**config.mk**
```make
export PLATFORM = sky130hd
export DESIGN_NAME = mem_access_stage
export DESIGN_NICKNAME = d
export VERILOG_FILES = /design/src/rtl/mips_pkg.sv /design/src/rtl/lsu_align.sv /design/src/rtl/mem_access_stage.sv
export SDC_FILE = /design/constraint.sdc
export NUM_CORES = 1
export LEC_CHECK = 0
export BUFFER_PORTS_ARGS = -buffer_cell sky130_fd_sc_hd__buf_4
export CAP_MARGIN = 30
export CORE_ASPECT_RATIO = 0.5
export CORE_MARGIN = 3
export CORE_UTILIZATION = 50
export DETAILED_ROUTE_END_ITERATION = 7
export PLACE_DENSITY = 0.86
export REMOVE_ABC_BUFFERS = 1
export SLEW_MARGIN = 20
export SYNTH_ARGS = -nofsm -noshare
export SYNTH_HDL_FRONTEND = slang
export SYNTH_SLANG_ARGS = --single-unit
```
**constraint.sdc**
```tcl
create_clock -name clk -period 4.9 [get_ports clk]
set_input_delay 0.735 -clock clk [delete_from_list [all_inputs] [get_ports clk]]
set_output_delay 0.735 -clock clk [all_outputs]
set_load 0.005 [all_outputs]
```
**src/rtl/mips_pkg.sv**
```systemverilog
// Shared definitions for the MIPS pipeline MEM stage: access sizes, the
// MEM-stage FSM state type and address-lane helpers.
package mips_pkg;

  localparam logic [1:0] SIZE_BYTE = 2'b00;
  localparam logic [1:0] SIZE_HALF = 2'b01;
  localparam logic [1:0] SIZE_WORD = 2'b10;  // 2'b11 is reserved and behaves as word

  typedef enum logic {IDLE = 1'b0, BUSY = 1'b1} mem_state_t;

  // Byte lane actually used on the bus once the low address bits are forced
  // onto the natural boundary of the access size.
  function automatic logic [1:0] lane_align(input logic [1:0] size, input logic [1:0] a);
    case (size)
      SIZE_BYTE: lane_align = a;
      SIZE_HALF: lane_align = {a[1], 1'b0};
      default:   lane_align = 2'b00;
    endcase
  endfunction

  // True when the access does not sit on its natural boundary.
  function automatic logic misaligned(input logic [1:0] size, input logic [1:0] a);
    case (size)
      SIZE_BYTE: misaligned = 1'b0;
      SIZE_HALF: misaligned = a[0];
      default:   misaligned = (a != 2'b00);
    endcase
  endfunction

endpackage

```
**src/rtl/lsu_align.sv**
```systemverilog
// Load/store lane logic for the MEM stage (purely combinational).
// Store side: byte enables and lane-replicated write data from the current
// request. Load side: lane select and sign/zero extension of the returned word
// using the attributes captured when the access was launched.
module lsu_align
  import mips_pkg::*;
(
  input  logic [1:0]  st_size_i,
  input  logic [1:0]  st_lane_i,
  input  logic [31:0] st_data_i,
  output logic [3:0]  st_be_o,
  output logic [31:0] st_wdata_o,
  input  logic [1:0]  ld_size_i,
  input  logic [1:0]  ld_lane_i,
  input  logic        ld_unsigned_i,
  input  logic [31:0] ld_rdata_i,
  output logic [31:0] ld_data_o
);

  logic [7:0]  ld_byte;
  logic [15:0] ld_half;

  // Store: byte enables follow the lane, data is replicated so any lane sees it.
  always_comb begin
    st_be_o    = 4'b1111;
    st_wdata_o = st_data_i;
    case (st_size_i)
      SIZE_BYTE: begin
        st_be_o    = 4'b0001 << st_lane_i;
        st_wdata_o = {4{st_data_i[7:0]}};
      end
      SIZE_HALF: begin
        st_be_o    = st_lane_i[1] ? 4'b1100 : 4'b0011;
        st_wdata_o = {2{st_data_i[15:0]}};
      end
      default: ;
    endcase
  end

  // Load: pick the addressed lane, then extend to 32 bits.
  always_comb begin
    ld_byte = ld_rdata_i[7:0];
    case (ld_lane_i)
      2'd1:    ld_byte = ld_rdata_i[15:8];
      2'd2:    ld_byte = ld_rdata_i[23:16];
      2'd3:    ld_byte = ld_rdata_i[31:24];
      default: ;
    endcase
    ld_half = ld_lane_i[1] ? ld_rdata_i[31:16] : ld_rdata_i[15:0];
    case (ld_size_i)
      SIZE_BYTE: ld_data_o = ld_unsigned_i ? {24'd0, ld_byte} : {{24{ld_byte[7]}}, ld_byte};
      SIZE_HALF: ld_data_o = ld_unsigned_i ? {16'd0, ld_half} : {{16{ld_half[15]}}, ld_half};
      default:   ld_data_o = ld_rdata_i;
    endcase
  end

endmodule

```
**src/rtl/mem_access_stage.sv**
```systemverilog
// MEM stage of the 5-stage MIPS pipeline. Launches loads/stores on a req/ack
// data bus with variable wait states, stalls IF..EX while an access is in
// flight, aborts accesses that are never acked (watchdog), and registers the
// MEM/WB latch.
// Optional build macro MISALIGN_TRAP_EN: misaligned half/word accesses are
// refused (o_misalign pulse) instead of being forced onto alignment.
module mem_access_stage
  import mips_pkg::*;
#(
  parameter int ACK_TIMEOUT = 255,
  parameter int TO_W        = 16
) (
  input  logic        clk,
  input  logic        rst,
  input  logic [31:0] i_pcplus4,
  input  logic [31:0] i_result,
  input  logic [31:0] i_dato2,
  input  logic [4:0]  i_writeRegister,
  input  logic        i_memToReg,
  input  logic        i_regWrite,
  input  logic        i_memWrite,
  input  logic        i_memRead,
  input  logic [1:0]  i_size,
  input  logic        i_unsigned,
  output logic        o_dmem_req,
  output logic        o_dmem_we,
  output logic [31:0] o_dmem_addr,
  output logic [31:0] o_dmem_wdata,
  output logic [3:0]  o_dmem_be,
  input  logic        i_dmem_ack,
  input  logic [31:0] i_dmem_rdata,
  output logic        o_stall,
  output logic [31:0] o_pcplus4,
  output logic [31:0] o_result,
  output logic [31:0] o_readData,
  output logic [4:0]  o_writeRegister,
  output logic        o_memToReg,
  output logic        o_regWrite,
`ifdef MISALIGN_TRAP_EN
  output logic        o_misalign,
`endif
  output logic        o_bus_err
);

  localparam logic [TO_W-1:0] TO_LAST = TO_W'(ACK_TIMEOUT - 1);

  mem_state_t      state_q, state_d;
  logic [TO_W-1:0] wd_q, wd_d;

  // bus request registers
  logic        req_q, we_q;
  logic [31:0] addr_q, wdata_q;
  logic [3:0]  be_q;

  // fields captured at launch, released into MEM/WB on ack
  logic [31:0] cap_pc_q, cap_res_q;
  logic [4:0]  cap_rd_q;
  logic        cap_m2r_q, cap_rw_q, cap_uns_q;
  logic [1:0]  cap_size_q, cap_lane_q;

  // MEM/WB latch
  logic [31:0] wb_pc_q, wb_res_q, wb_rdata_q;
  logic [4:0]  wb_rd_q;
  logic        wb_m2r_q, wb_rw_q, bus_err_q;

  logic        access, launch, trap, done, abort, stall;
  logic [1:0]  lane_in;
  logic [3:0]  st_be;
  logic [31:0] st_wdata, ld_data;

  assign access  = i_memRead | i_memWrite;
  assign lane_in = lane_align(i_size, i_result[1:0]);
`ifdef MISALIGN_TRAP_EN
  assign trap    = access & misaligned(i_size, i_result[1:0]);
  logic misalign_q;
  assign o_misalign = misalign_q;
`else
  assign trap    = 1'b0;
`endif

  lsu_align u_align (
    .st_size_i    (i_size),
    .st_lane_i    (lane_in),
    .st_data_i    (i_dato2),
    .st_be_o      (st_be),
    .st_wdata_o   (st_wdata),
    .ld_size_i    (cap_size_q),
    .ld_lane_i    (cap_lane_q),
    .ld_unsigned_i(cap_uns_q),
    .ld_rdata_i   (i_dmem_rdata),
    .ld_data_o    (ld_data)
  );

  // FSM next state, watchdog and stall; ack in the timeout cycle completes normally.
  always_comb begin
    state_d = state_q;
    wd_d    = wd_q;
    stall   = 1'b0;
    launch  = 1'b0;
    done    = 1'b0;
    abort   = 1'b0;
    case (state_q)
      IDLE: if (access && !trap) begin
        stall   = 1'b1;
        launch  = 1'b1;
        wd_d    = '0;
        state_d = BUSY;
      end
      BUSY: if (i_dmem_ack) begin
        done    = 1'b1;
        state_d = IDLE;
      end else if (wd_q == TO_LAST) begin
        abort   = 1'b1;
        state_d = IDLE;
      end else begin
        stall   = 1'b1;
        wd_d    = wd_q + 1'b1;
      end
      default: state_d = IDLE;
    endcase
  end

  // Reset forces every output low, the stall included.
  assign o_stall = stall & ~rst;

  // State register and watchdog counter.
  always_ff @(posedge clk) begin
    if (rst) begin
      state_q <= IDLE;
      wd_q    <= '0;
    end else begin
      state_q <= state_d;
      wd_q    <= wd_d;
    end
  end

  // Bus request registers and launch-time capture; bus is parked at zero when idle.
  always_ff @(posedge clk) begin
    if (rst) begin
      req_q      <= 1'b0;
      we_q       <= 1'b0;
      addr_q     <= '0;
      wdata_q    <= '0;
      be_q       <= '0;
      cap_pc_q   <= '0;
      cap_res_q  <= '0;
      cap_rd_q   <= '0;
      cap_m2r_q  <= 1'b0;
      cap_rw_q   <= 1'b0;
      cap_uns_q  <= 1'b0;
      cap_size_q <= '0;
      cap_lane_q <= '0;
    end else if (launch) begin
      req_q      <= 1'b1;
      we_q       <= i_memWrite;
      addr_q     <= {i_result[31:2], 2'b00};
      wdata_q    <= i_memWrite ? st_wdata : 32'd0;
      be_q       <= st_be;
      cap_pc_q   <= i_pcplus4;
      cap_res_q  <= i_result;
      cap_rd_q   <= i_writeRegister;
      cap_m2r_q  <= i_memToReg;
      cap_rw_q   <= i_regWrite;
      cap_uns_q  <= i_unsigned;
      cap_size_q <= i_size;
      cap_lane_q <= lane_in;
    end else if (done || abort) begin
      req_q   <= 1'b0;
      we_q    <= 1'b0;
      addr_q  <= '0;
      wdata_q <= '0;
      be_q    <= '0;
    end
  end

  // MEM/WB latch: pass-through for ALU ops, captured fields on ack, bubble otherwise.
  always_ff @(posedge clk) begin
    if (rst) begin
      wb_pc_q    <= '0;
      wb_res_q   <= '0;
      wb_rdata_q <= '0;
      wb_rd_q    <= '0;
      wb_m2r_q   <= 1'b0;
      wb_rw_q    <= 1'b0;
      bus_err_q  <= 1'b0;
    end else begin
      bus_err_q <= abort;
      if (done) begin
        wb_pc_q    <= cap_pc_q;
        wb_res_q   <= cap_res_q;
        wb_rdata_q <= we_q ? 32'd0 : ld_data;
        wb_rd_q    <= cap_rd_q;
        wb_m2r_q   <= cap_m2r_q;
        wb_rw_q    <= cap_rw_q;
      end else if (state_q == IDLE && !access) begin
        wb_pc_q    <= i_pcplus4;
        wb_res_q   <= i_result;
        wb_rdata_q <= '0;
        wb_rd_q    <= i_writeRegister;
        wb_m2r_q   <= i_memToReg;
        wb_rw_q    <= i_regWrite;
      end else begin
        wb_pc_q    <= '0;
        wb_res_q   <= '0;
        wb_rdata_q <= '0;
        wb_rd_q    <= '0;
        wb_m2r_q   <= 1'b0;
        wb_rw_q    <= 1'b0;
      end
    end
  end

`ifdef MISALIGN_TRAP_EN
  // One-cycle flag for a refused misaligned access.
  always_ff @(posedge clk) begin
    if (rst) misalign_q <= 1'b0;
    else     misalign_q <= (state_q == IDLE) && trap;
  end
`endif

  assign o_dmem_req      = req_q;
  assign o_dmem_we       = we_q;
  assign o_dmem_addr     = addr_q;
  assign o_dmem_wdata    = wdata_q;
  assign o_dmem_be       = be_q;
  assign o_pcplus4       = wb_pc_q;
  assign o_result        = wb_res_q;
  assign o_readData      = wb_rdata_q;
  assign o_writeRegister = wb_rd_q;
  assign o_memToReg      = wb_m2r_q;
  assign o_regWrite      = wb_rw_q;
  assign o_bus_err       = bus_err_q;

endmodule

```
# Word-level counts from Yosys, hierarchy flattened
# Cells that the tools add are included.
dict set report classes {
  n_bitwise 5
  shifts 1
  reduce_logical 8
  n_addsub 1
  mux 43
  n_eq_ne 9
}
# operator n
set ops {}
lappend ops {{32-bit two-way mux} 11}
lappend ops {{32-bit one-hot mux with 2 select lines} 2}
lappend ops {{16-bit two-way mux} 4}
lappend ops {{16-bit one-hot mux with 2 select lines} 1}
lappend ops {{8-bit one-hot mux with 3 select lines} 1}
lappend ops {{16-bit by 1-bit adder with 16-bit output, second input constant} 1}
lappend ops {{16-bit by 8-bit == test with 1-bit output, second input constant} 1}
lappend ops {{1-bit two-way mux} 16}
lappend ops {{4-bit two-way mux} 3}
lappend ops {{5-bit two-way mux} 2}
lappend ops {{4-bit one-hot mux with 2 select lines} 1}
lappend ops {{2-bit by 1-bit == test with 1-bit output, second input constant} 3}
lappend ops {{2-bit != test, second input constant} 3}
lappend ops {{2-bit == test, second input constant} 2}
lappend ops {{2-bit logical NOT} 2}
lappend ops {{2-bit one-hot mux with 2 select lines} 1}
lappend ops {{1-bit by 2-bit left shift with 4-bit output, first input constant} 1}
lappend ops {{1-bit NOT} 3}
lappend ops {{3-bit AND reduction} 1}
lappend ops {{3-bit OR reduction} 1}
lappend ops {{1-bit one-hot mux with 2 select lines} 1}
lappend ops {{2-bit nonzero test} 1}
lappend ops {{1-bit AND} 1}
lappend ops {{1-bit logical AND} 1}
lappend ops {{other kinds (3)} 3}
dict set report word_totals {
  reg_bits 265
}

# Logic depth before layout (Yosys ltp)
# Gate-level depths: netlist of the first run.
dict set report logic_depth {
  word_depth 7
  mapped_depth 8
  ltp_nobuf 6
}

# Cells and area by module
# Synthesis of the first run repeated with hierarchy kept, for this count alone.
dict set report unflattened {
  cells_unflattened 1078
  hier_area_um2 10238.6
}
# module seq_area_each_um2 cells_per_inst n_inst area_each_um2
set by_module_without_submodules {}
lappend by_module_without_submodules {mem_access_stage 5305.1 885 1 8805.9}
lappend by_module_without_submodules {lsu_align 0.0 193 1 1432.6}

# Worst setup path after synthesis of the first run
# OpenSTA, ideal clock, no wires.
dict set report synth_path {
  kind {input port to output port}
  startpoint {input i_dmem_ack}
  endpoint {output o_stall}
  t_arrival_ns 1.584
  path_stages 4
  required_time_ns 4.165
  path_slack_ns 2.581
  cell_sequence {or2b_1 -> a41o_4 -> buf_2 -> a21oi_1}
}
dict set report synth_between {
  elab_chain_cells 3
}
# element line_no
set synth_rtl {}
lappend synth_rtl {{from (decl)} mem_access_stage.sv:30} ;# input logic i_dmem_ack,
lappend synth_rtl {{1-bit two-way mux} mem_access_stage.sv:109} ;# BUSY: if (i_dmem_ack) begin
lappend synth_rtl {{1-bit one-hot mux with 2 select lines} mem_access_stage.sv:102} ;# case (state_q)
lappend synth_rtl {{1-bit AND} mem_access_stage.sv:124} ;# assign o_stall = stall & ~rst;
lappend synth_rtl {{to (decl)} mem_access_stage.sv:32} ;# output logic o_stall,
# Every way passes these cells.

# Final worst setup path of the first run
dict set report layout_path {
  startpoint {register wd_q[0]}
  endpoint {output o_stall}
}
dict set report layout_between {
  elab_chain_cells 5
}
# element line_no
set layout_rtl {}
lappend layout_rtl {{from (decl)} mem_access_stage.sv:48} ;# logic [TO_W-1:0] wd_q, wd_d;
lappend layout_rtl {{from (signal assigned)} mem_access_stage.sv:133} ;# wd_q <= wd_d;
lappend layout_rtl {{16-bit by 8-bit == test with 1-bit output} mem_access_stage.sv:112} ;# end else if (wd_q == TO_LAST) begin
lappend layout_rtl {{1-bit two-way mux} mem_access_stage.sv:112}
lappend layout_rtl {{1-bit two-way mux} mem_access_stage.sv:109}
lappend layout_rtl {{1-bit one-hot mux with 2 select lines} mem_access_stage.sv:102}
lappend layout_rtl {{1-bit AND} mem_access_stage.sv:124}
# Every way passes these cells.

==> results.md, run 1 <==
* Maximum number of pins on one net before global-route repair at 101
* First-iteration detailed-routing DRC count at 602
* Hold crit path type: in -> reg
* Horizontal die dimension at 205 um
* Fraction of synthesis flops using an asynchronous set or reset pin at 0%
* Worst setup timing slack at the placement stage at 2020 ps
* Detailed placement HPWL at 20.0 mm
* Post-route cell area at 0.0131 mm2
* Source of the worst register-to-register timing path: wd_q[0]
* Combinational group share of total power at 12.6%
* Net count of the finished layout at 1492
* Final antenna diode count at 0
* Remaining Overflow, GRT at 0
* Effective utilization at floorplan at 52.2%
* Sink count of the clock tree at 265
* Upper clock frequency limit at 0.326 GHz
* Top_reg_cell synth: dfxtp_1
* Global Route Usage Sum at 25.8%
* Tot Pwr at 4.73 mW
* Max-capacitance violation count at 0
* Worst hold stages at 2
* Period minus WS final at 3070 ps
* DR pass1 iterations at 5
* Filler cell count at 1469
* Clock-pin transition on the worst setup and hold timing paths at 70 ps
* Number of global-route vias before repair at 8645
* Post-DR vias/cell at 5.67
* Total of warnings raised by yosys at 0
* Leakage power at 5.52 nW
* RSZ-0062 raised after global routing: false
* Wirelength, routed at 29.7 mm
* Antenna violations before repair at 0
* Synthesized instance count at 1090
* Root cell of the clock tree: clkbuf_16
* Fraction of the cycle the final worst path needs at 62.6%
* Count of hold-fix buffers inserted at cts at 0
* Area of all sequential standard cells at 0.00531 mm2
* Proportion of power drawn by the clock network at 38.2%
* Routability Congestion at 0.875
* Site Rows at 35
* Number of pins with negative max-slew slack in the final report at 0
* Endpoint of the most critical register-to-register path: o_dmem_addr[4]
* Internal Dissipation at 3.56 mW
* Area of placed instances at 0.0123 mm2
* Crit path max fanout at 17
* Count of distinct cell types in the synthesized netlist at 53
* CTS tree: built
* Cell Chain, Critical Path: inv_1, ha_1, nor4b_2, a41o_4, a21oi_1, buf_4
* Status: completed
* Worst endpoint data arrival time at 2330 ps
* Final setup vio count at 0
* Sequential cell area fraction in the yosys report at 53.8%
* Overall die height at 105 um
* Number of flops mapped to enable cells by yosys at 0
* Maximum clock insertion buffer count at 3
* Number of flip-flops and latches in the synthesized netlist at 265
* Switch Pwr at 1.17 mW
* Area of the mapped netlist at 0.00985 mm2
* Actual slew at the worst max-slew pin at 910 ps
* Portion of total power attributed to sequential cells at 49.2%
* Buffers inserted during post-CTS setup optimization at 0
* TNS Setup at 0 ps
* Worst clock skew at 18.8 ps
* Post-detailed-route wirelength per cell at 18.3 um
* Top-level port count at 318
* Post-synthesis area per instance at 9.04 um2
* Data required time of the worst path at 4160 ps
* Quantity of I/O buffers inserted on ports at 315
* Multi-input combinational cell area at 0.00421 mm2
* Placeable Area at 0.0189 mm2
* Hold path endpoint: o_result[7]
* Critical path endpoint category: output pin
* Clock latency at the later pin of the worst-skew pair at 510 ps
* Count of antenna-violating nets left after detailed routing at 0
* Htree depth at 1
* Max rail drop VDD at 0.000209 V
* Number of remaining DRC errors at 0
* Critical path's largest stage delay at 490 ps
* Layout cells sized above 1 at 28.7%
* Startpoint Class: flip-flop
* Max transition margin at 39.1%
* Worst hold margin at 445 ps
* Final hold violation count at 0
* Wire length of the first global-routing pass at 45.9 mm
* Relative area change from synthesis to final layout at 32.8%
* Proportion of total power due to net switching at 24.7%
* Slowest cell on crit path: nor4b_2
* Startpoint of the tightest hold check path: i_result[7]
* Area of the die at 0.0215 mm2
* CTS Buf Count at 23
* Worst Setup Slack, final at 1830 ps
* Number of cells traversed by the worst register-to-register path at 7
* Resize count post-CTS at 0
* Count of vias placed by the detailed router at 9183
* Setup slack on the worst flop-to-flop path at 2180 ps
* Setup Crit Path Kind: reg -> out
* Power density relative to cell area at 361 mW/mm2
-- sequential cells by signal, indices dropped and copies added, names as in the netlist, 4 cells and up --
name             cells
o_pcplus4           32
cap_pc_q            32
o_writeRegister      5
o_dmem_wdata        32
wd_q                16
cap_res_q           32
o_dmem_addr         30
o_readData          32
o_dmem_be            4
o_result            32
cap_rd_q             5
-- worst max-delay path, delay by kind of cell, from the launching register on --
| family | cells | cell delay (ps) |
|---|---|---|
| adders and majority gates | 1 | 170 |
| AOI/OAI and AO/OA | 2 | 530 |
| buffers and inverters | 2 | 270 |
| DFF | 1 | 360 |
| and+or+nand+nor | 1 | 490 |
-- kinds of logic after synthesis --
kind of cell	count (synthesis)	share of synthesized area [%]
compound gates	389	24.3
fa+ha+maj	2	0.254
buf+inv	101	4.13
flops	265	53.8
mux	43	4.71
other cells	1	0.0381
simple gates	289	12.8
-- layout make-up --
class | count | share of cell area (%)
clock buffer | 33 | 4.91
clock inverter | 6 | 0.669
inverter | 6 | 0.172
multi-input combinational | 725 | 32.1
sequential | 265 | 40.5
tap | 259 | 2.48
timing repair buffer | 326 | 19.1
-- cell usage after synthesis, types with 2 or more instances --
cell type	instances	area, um2
dfxtp_1	265	5310
nand2_1	225	845
a21oi_1	181	906
o21ai_0	78	390
a22o_1	74	648
clkbuf_1	71	267
mux2i_1	25	250
mux2_2	17	191
or3_1	11	68.8
buf_2	10	50.1
a22oi_1	9	67.6
nand2b_1	9	56.3
nand3_1	9	45.0
o211ai_1	9	67.6
buf_1	8	30.0
a2bb2oi_1	6	52.6
a31oi_1	6	37.5
nand4_1	6	37.5
o22ai_1	6	37.5
nor2_1	5	18.8
o21ai_1	5	25.0
inv_1	4	15.0
nor2b_1	4	25.0
buf_4	3	22.5
clkbuf_2	3	15.0
nor3_1	3	15.0
nor4_1	3	18.8
o2111ai_1	3	26.3
o31ai_1	3	22.5
a2111o_1	2	22.5
and3_1	2	12.5
and4_1	2	17.5
clkinv_1	2	7.51
ha_1	2	25.0
-- power groups by stage --
stage	Clock, mW	Combinational [mW]	Sequential (mW)
after floorplan	0	0.248	2.37
after global placement	0	0.557	2.37
after detailed placement	0	0.577	2.38
after CTS	1.83	0.581	2.33
after global routing	1.92	0.647	2.34
final	1.81	0.594	2.33
-- how the worst max path moves through the flow --
stage,from,end,slack (ps),cells past startpoint
global route,wd_q[1],o_stall,1700,5
finish,wd_q[0],o_stall,1830,6
global placement,i_dmem_ack,wd_q[13],2030,6
CTS,wd_q[0],o_stall,1820,6
floorplan,i_memRead,wd_q[5],-20,4
detailed placement,i_dmem_ack,o_dmem_addr[13],2020,6
-- cells in the final DEF (no fill, tap or decap), types with 3 or more instances in the layout --
cell type  Yosys  final
nor4_1         3      3
dfxtp_1      265    265
nor2_1         5      5
buf_4          3    322
a22o_1        74     74
nor2b_1        4      3
o22ai_1        6      6
clkbuf_16      0     23
inv_1          4      4
a22oi_1        9      9
o31ai_1        3      3
o21ai_1        5      5
nand3_1        9      9
a31oi_1        6      6
o211ai_1       9      9
nand4_1        6      6
or3_1         11     11
clkbuf_1      71      7
nand2_1      225    225
mux2i_1       25     25
nand2b_1       9      9
clkbuf_8       0      3
mux2_2        17     17
o21ai_0       78     78
a2bb2oi_1      6      6
o2111ai_1      3      3
a21oi_1      181    181
-- routing by layer --
metal  GRT usage (%)  share of wire, %
met5               0                 0
met2            45.9                51
met4            10.8               4.7
met3            3.21               5.0
met1            31.6                40
-- stage by stage --
step | instances | util [%]
after floorplan | 996 | -
after global placement | 1576 | 64.9
after detailed placement | 1577 | 65.1
after CTS | 1616 | 69.0
after global routing | 1620 | 69.3
final | 1620 | 69.3
No activity file was read; power rests on OpenSTA's default activity.
==> run 2: changes to the inputs <==
ABC_AREA = 1   (was unset)
CORE_UTILIZATION = 46   (was 50)
PLACE_DENSITY = 0.83   (was 0.86)
clock period = 2.6 ns   (was 4.9 ns; I/O delays follow)
==> results.md, run 2 <==
* Status: completed
* Number of flops mapped to enable cells by yosys at 0 (unchanged)
* Endpoint of the most critical register-to-register path: cap_pc_q[10]
* Post-synthesis area per instance at 8.18 um2 (-9.5%)
* Site Rows at 37 (+5.7%)
* First-iteration detailed-routing DRC count at 945 (+57%)
* Crit path max fanout at 11 (-6)
* Startpoint of the tightest hold check path: i_dmem_ack
* RSZ-0062 raised after global routing: false
* Total length of routed met3 wires at 1.98 mm (+34%)
* CTS Buf Count at 24 (+4.3%)
* Max transition margin at 47.1% (+8.0 points)
* Fraction of the cycle the final worst path needs at 94.6%
* Final hold violation count at 0 (unchanged)
* Highest metal layer with signal wires: met4
* Top_reg_cell synth: dfxtp_1
* Synth area leaders: dfxtp_1, nand2_1, nand3_1
* Quantity of I/O buffers inserted on ports at 315 (unchanged)
* Worst hold margin at 92.0 ps (-353 ps)
* Worst endpoint data arrival time at 2070 ps (-260 ps)
* Startpoint Class: flip-flop
* Total of warnings raised by yosys at 0 (unchanged)
* Sequential cell area fraction in the yosys report at 53.3% (-0.51 points)
* Setup Crit Path Kind: reg -> out
* Clock-pin transition on the worst setup and hold timing paths at 70 ps (about the same)
* Net count of the finished layout at 1639 (+9.9%)
* Fraction of synthesis flops using an asynchronous set or reset pin at 0% (unchanged)
* Upper clock frequency limit at 0.407 GHz
* DR pass1 iterations at 5 (unchanged)
* Leakage power at 6.12 nW (+11%)
* Wire length of the first global-routing pass at 47.6 mm (+3.8%)
* Post-detailed-route wirelength per cell at 17.1 um (-6.8%)
* Number of global-route vias before repair at 9326 (+7.9%)
* Synth cell count leaders: dfxtp_1, nand2_1, inv_1, nand3_1, o21ai_0
* Routability Congestion at 0.887 (+1.3%)
* Effective utilization at floorplan at 47.6% (-4.6 points)
* Worst hold stages at 2 (unchanged)
* Count of antenna-violating nets left after detailed routing at 0 (unchanged)
* CTS tree: built
* Hold crit path type: in -> reg
* Remaining Overflow, GRT at 0 (unchanged)
* Area of the mapped netlist at 0.00995 mm2 (+0.95%)
* Post-DR vias/cell at 5.36 (-5.4%)
* Sink count of the clock tree at 265 (unchanged)
* Top library cells by usage in the layout, fill and taps aside: buf_4, dfxtp_1, nand2_1
* Yosys top cell area share at 53.3% (-0.51 points)
* Area of the die at 0.0235 mm2 (+9.3%)
* Clock latency at the later pin of the worst-skew pair at 530 ps (+20 ps)
* Met2 layer wire length in the routed design at 14.8 mm (-1.7%)
* Power density relative to cell area at 718 mW/mm2 (+99%)
* Final antenna diode count at 0 (unchanged)
* Htree depth at 1 (unchanged)
* Root cell of the clock tree: clkbuf_16
* Top-level port count at 318 (unchanged)
* Top-count cell post-synth: dfxtp_1
* Layout cells sized above 1 at 26.8% (-1.9 points)
* Max-capacitance violation count at 0 (unchanged)
* Wirelength, routed at 30.8 mm (+3.7%)
* Global Route Usage Sum at 24.6% (-1.2 points)
* Final setup vio count at 0 (unchanged)
* Critical path endpoint category: output pin
* Source of the worst register-to-register timing path: state_q
* Hold path endpoint: o_bus_err
* Detailed placement HPWL at 20.9 mm (+4.6%)
* Buffers inserted during post-CTS setup optimization at 0 (unchanged)
* Number of remaining DRC errors at 0 (unchanged)
* Data required time of the worst path at 2210 ps (-1950 ps)
* Antenna violations before repair at 0 (unchanged)
* Actual slew at the worst max-slew pin at 794 ps (-116 ps)
* Synthesized instance count at 1216 (+12%)
* Maximum number of pins on one net before global-route repair at 146 (+45%)
* Maximum clock insertion buffer count at 3 (unchanged)
* Period minus WS final at 2460 ps
* Count of distinct cell types in the synthesized netlist at 39 (-26%)
* Number of pins with negative max-slew slack in the final report at 0 (unchanged)
* Max rail drop VDD at 0.000426 V (+100%)
* Largest area contributor in the synthesized netlist: dfxtp_1
* Overall die height at 110 um (+4.5%)
* Count of vias placed by the detailed router at 9673 (+5.3%)
* Relative area change from synthesis to final layout at 33.7%
* Number of cells traversed by the worst register-to-register path at 5 (-2)
* Most frequent standard cell in the layout excluding fill and tap cells: buf_4
* Placeable Area at 0.0209 mm2 (+11%)
* Setup slack on the worst flop-to-flop path at 360 ps (-1820 ps)
* Horizontal die dimension at 214 um (+4.6%)
* Worst Setup Slack, final at 140 ps (-1690 ps)
* Worst clock skew at 21.2 ps (+2.40 ps)
* Worst setup timing slack at the placement stage at -4.20 ps (-2030 ps)
* Sum of routed wire segments on met1 at 12.7 mm (+8.5%)
* Number of flip-flops and latches in the synthesized netlist at 265 (unchanged)
run 2: changes by cell type after synthesis, sizes merged, moves of 24 or more:
cell / delta
inv: +139
nand3: +110
o22ai: +27
nor2: +48
a22oi: +30
a21oi: -94
clkbuf: -39
a22o: -74
mux2i: -25
o21ai: +24
run 2: repair_timing:
item,CTS,global route
pin swaps,1,0
cloned,1,0
gates resized for setup,0,1
hold buffers,0,0
endpoints found under the setup margin,1,1
run 2: where the power goes:
part / internal [mW] / switching [mW]
combinational: 0.535 / 0.703
clock: 2.30 / 1.58
sequential: 4.31 / 0.119
total: 7.15 / 2.40
run 2: how the worst max path moves through the flow:
stage / slack, ps / endpoint / start
global placement: -180 / cap_res_q[29] / i_memRead
floorplan: -2290 / o_readData[15] / rst
CTS: 90 / o_stall / wd_q[0]
finish: 140 / o_stall / wd_q[0]
detailed placement: -4 / cap_pc_q[19] / i_memRead
global route: 4 / o_stall / wd_q[0]
run 2: critical path, stage by stage (launching register included):
cell and delay (ps):
dfxtp_1 350, inv_1 150, ha_1 170, nand3_1 70
nor2_1 110, nand2_1 100, nand2_2 130, nand2_2 80
inv_4 130, nor2_1 70, buf_4 160
run 2: final cells by class:
cell class              count  area (um2)
fillers                  1744        7580
clock inverters            16         210
flip-flops and latches    265        5310
multi-input cells         732        3730
clock buffers              27         653
well taps                 292         365
repair buffers            328        2490
inverters                 143         542
run 2: logic make-up after synthesis:
| kind of cell | after synthesis | synth area share, % |
|---|---|---|
| AOI/OAI and AO/OA | 311 | 18.9 |
| other | 1 | 0.0377 |
| xor gates and xnor gates | 2 | 0.176 |
| DFF | 265 | 53.3 |
| buffers and inverters | 221 | 9.30 |
| and+or+nand+nor | 414 | 18.0 |
| adders and majority gates | 2 | 0.252 |
run 2: per-stage QoR:
step / instances / instance area [um2] / utilization [%] / power, mW / setup TNS [ps]
floorplan: 1139 / 9560 / - / 5.07 / -230790
global placement: 1757 / 12400 / 59.4 / 5.68 / -9690
detailed placement: 1758 / 12400 / 59.5 / 5.73 / -7.17
CTS: 1802 / 13300 / 63.6 / 9.60 / 0
global route: 1803 / 13300 / 63.7 / 9.92 / 0
finish: 1803 / 13300 / 63.7 / 9.55 / 0
run 2: metal layers:
layer | up-vias | GRT usage, %
met1 | 4552 | 31.1
met4 | 0 | 10.6
met2 | 411 | 42.0
met5 | - | 0
met3 | 97 | 4.71
li1 | 4613 | -
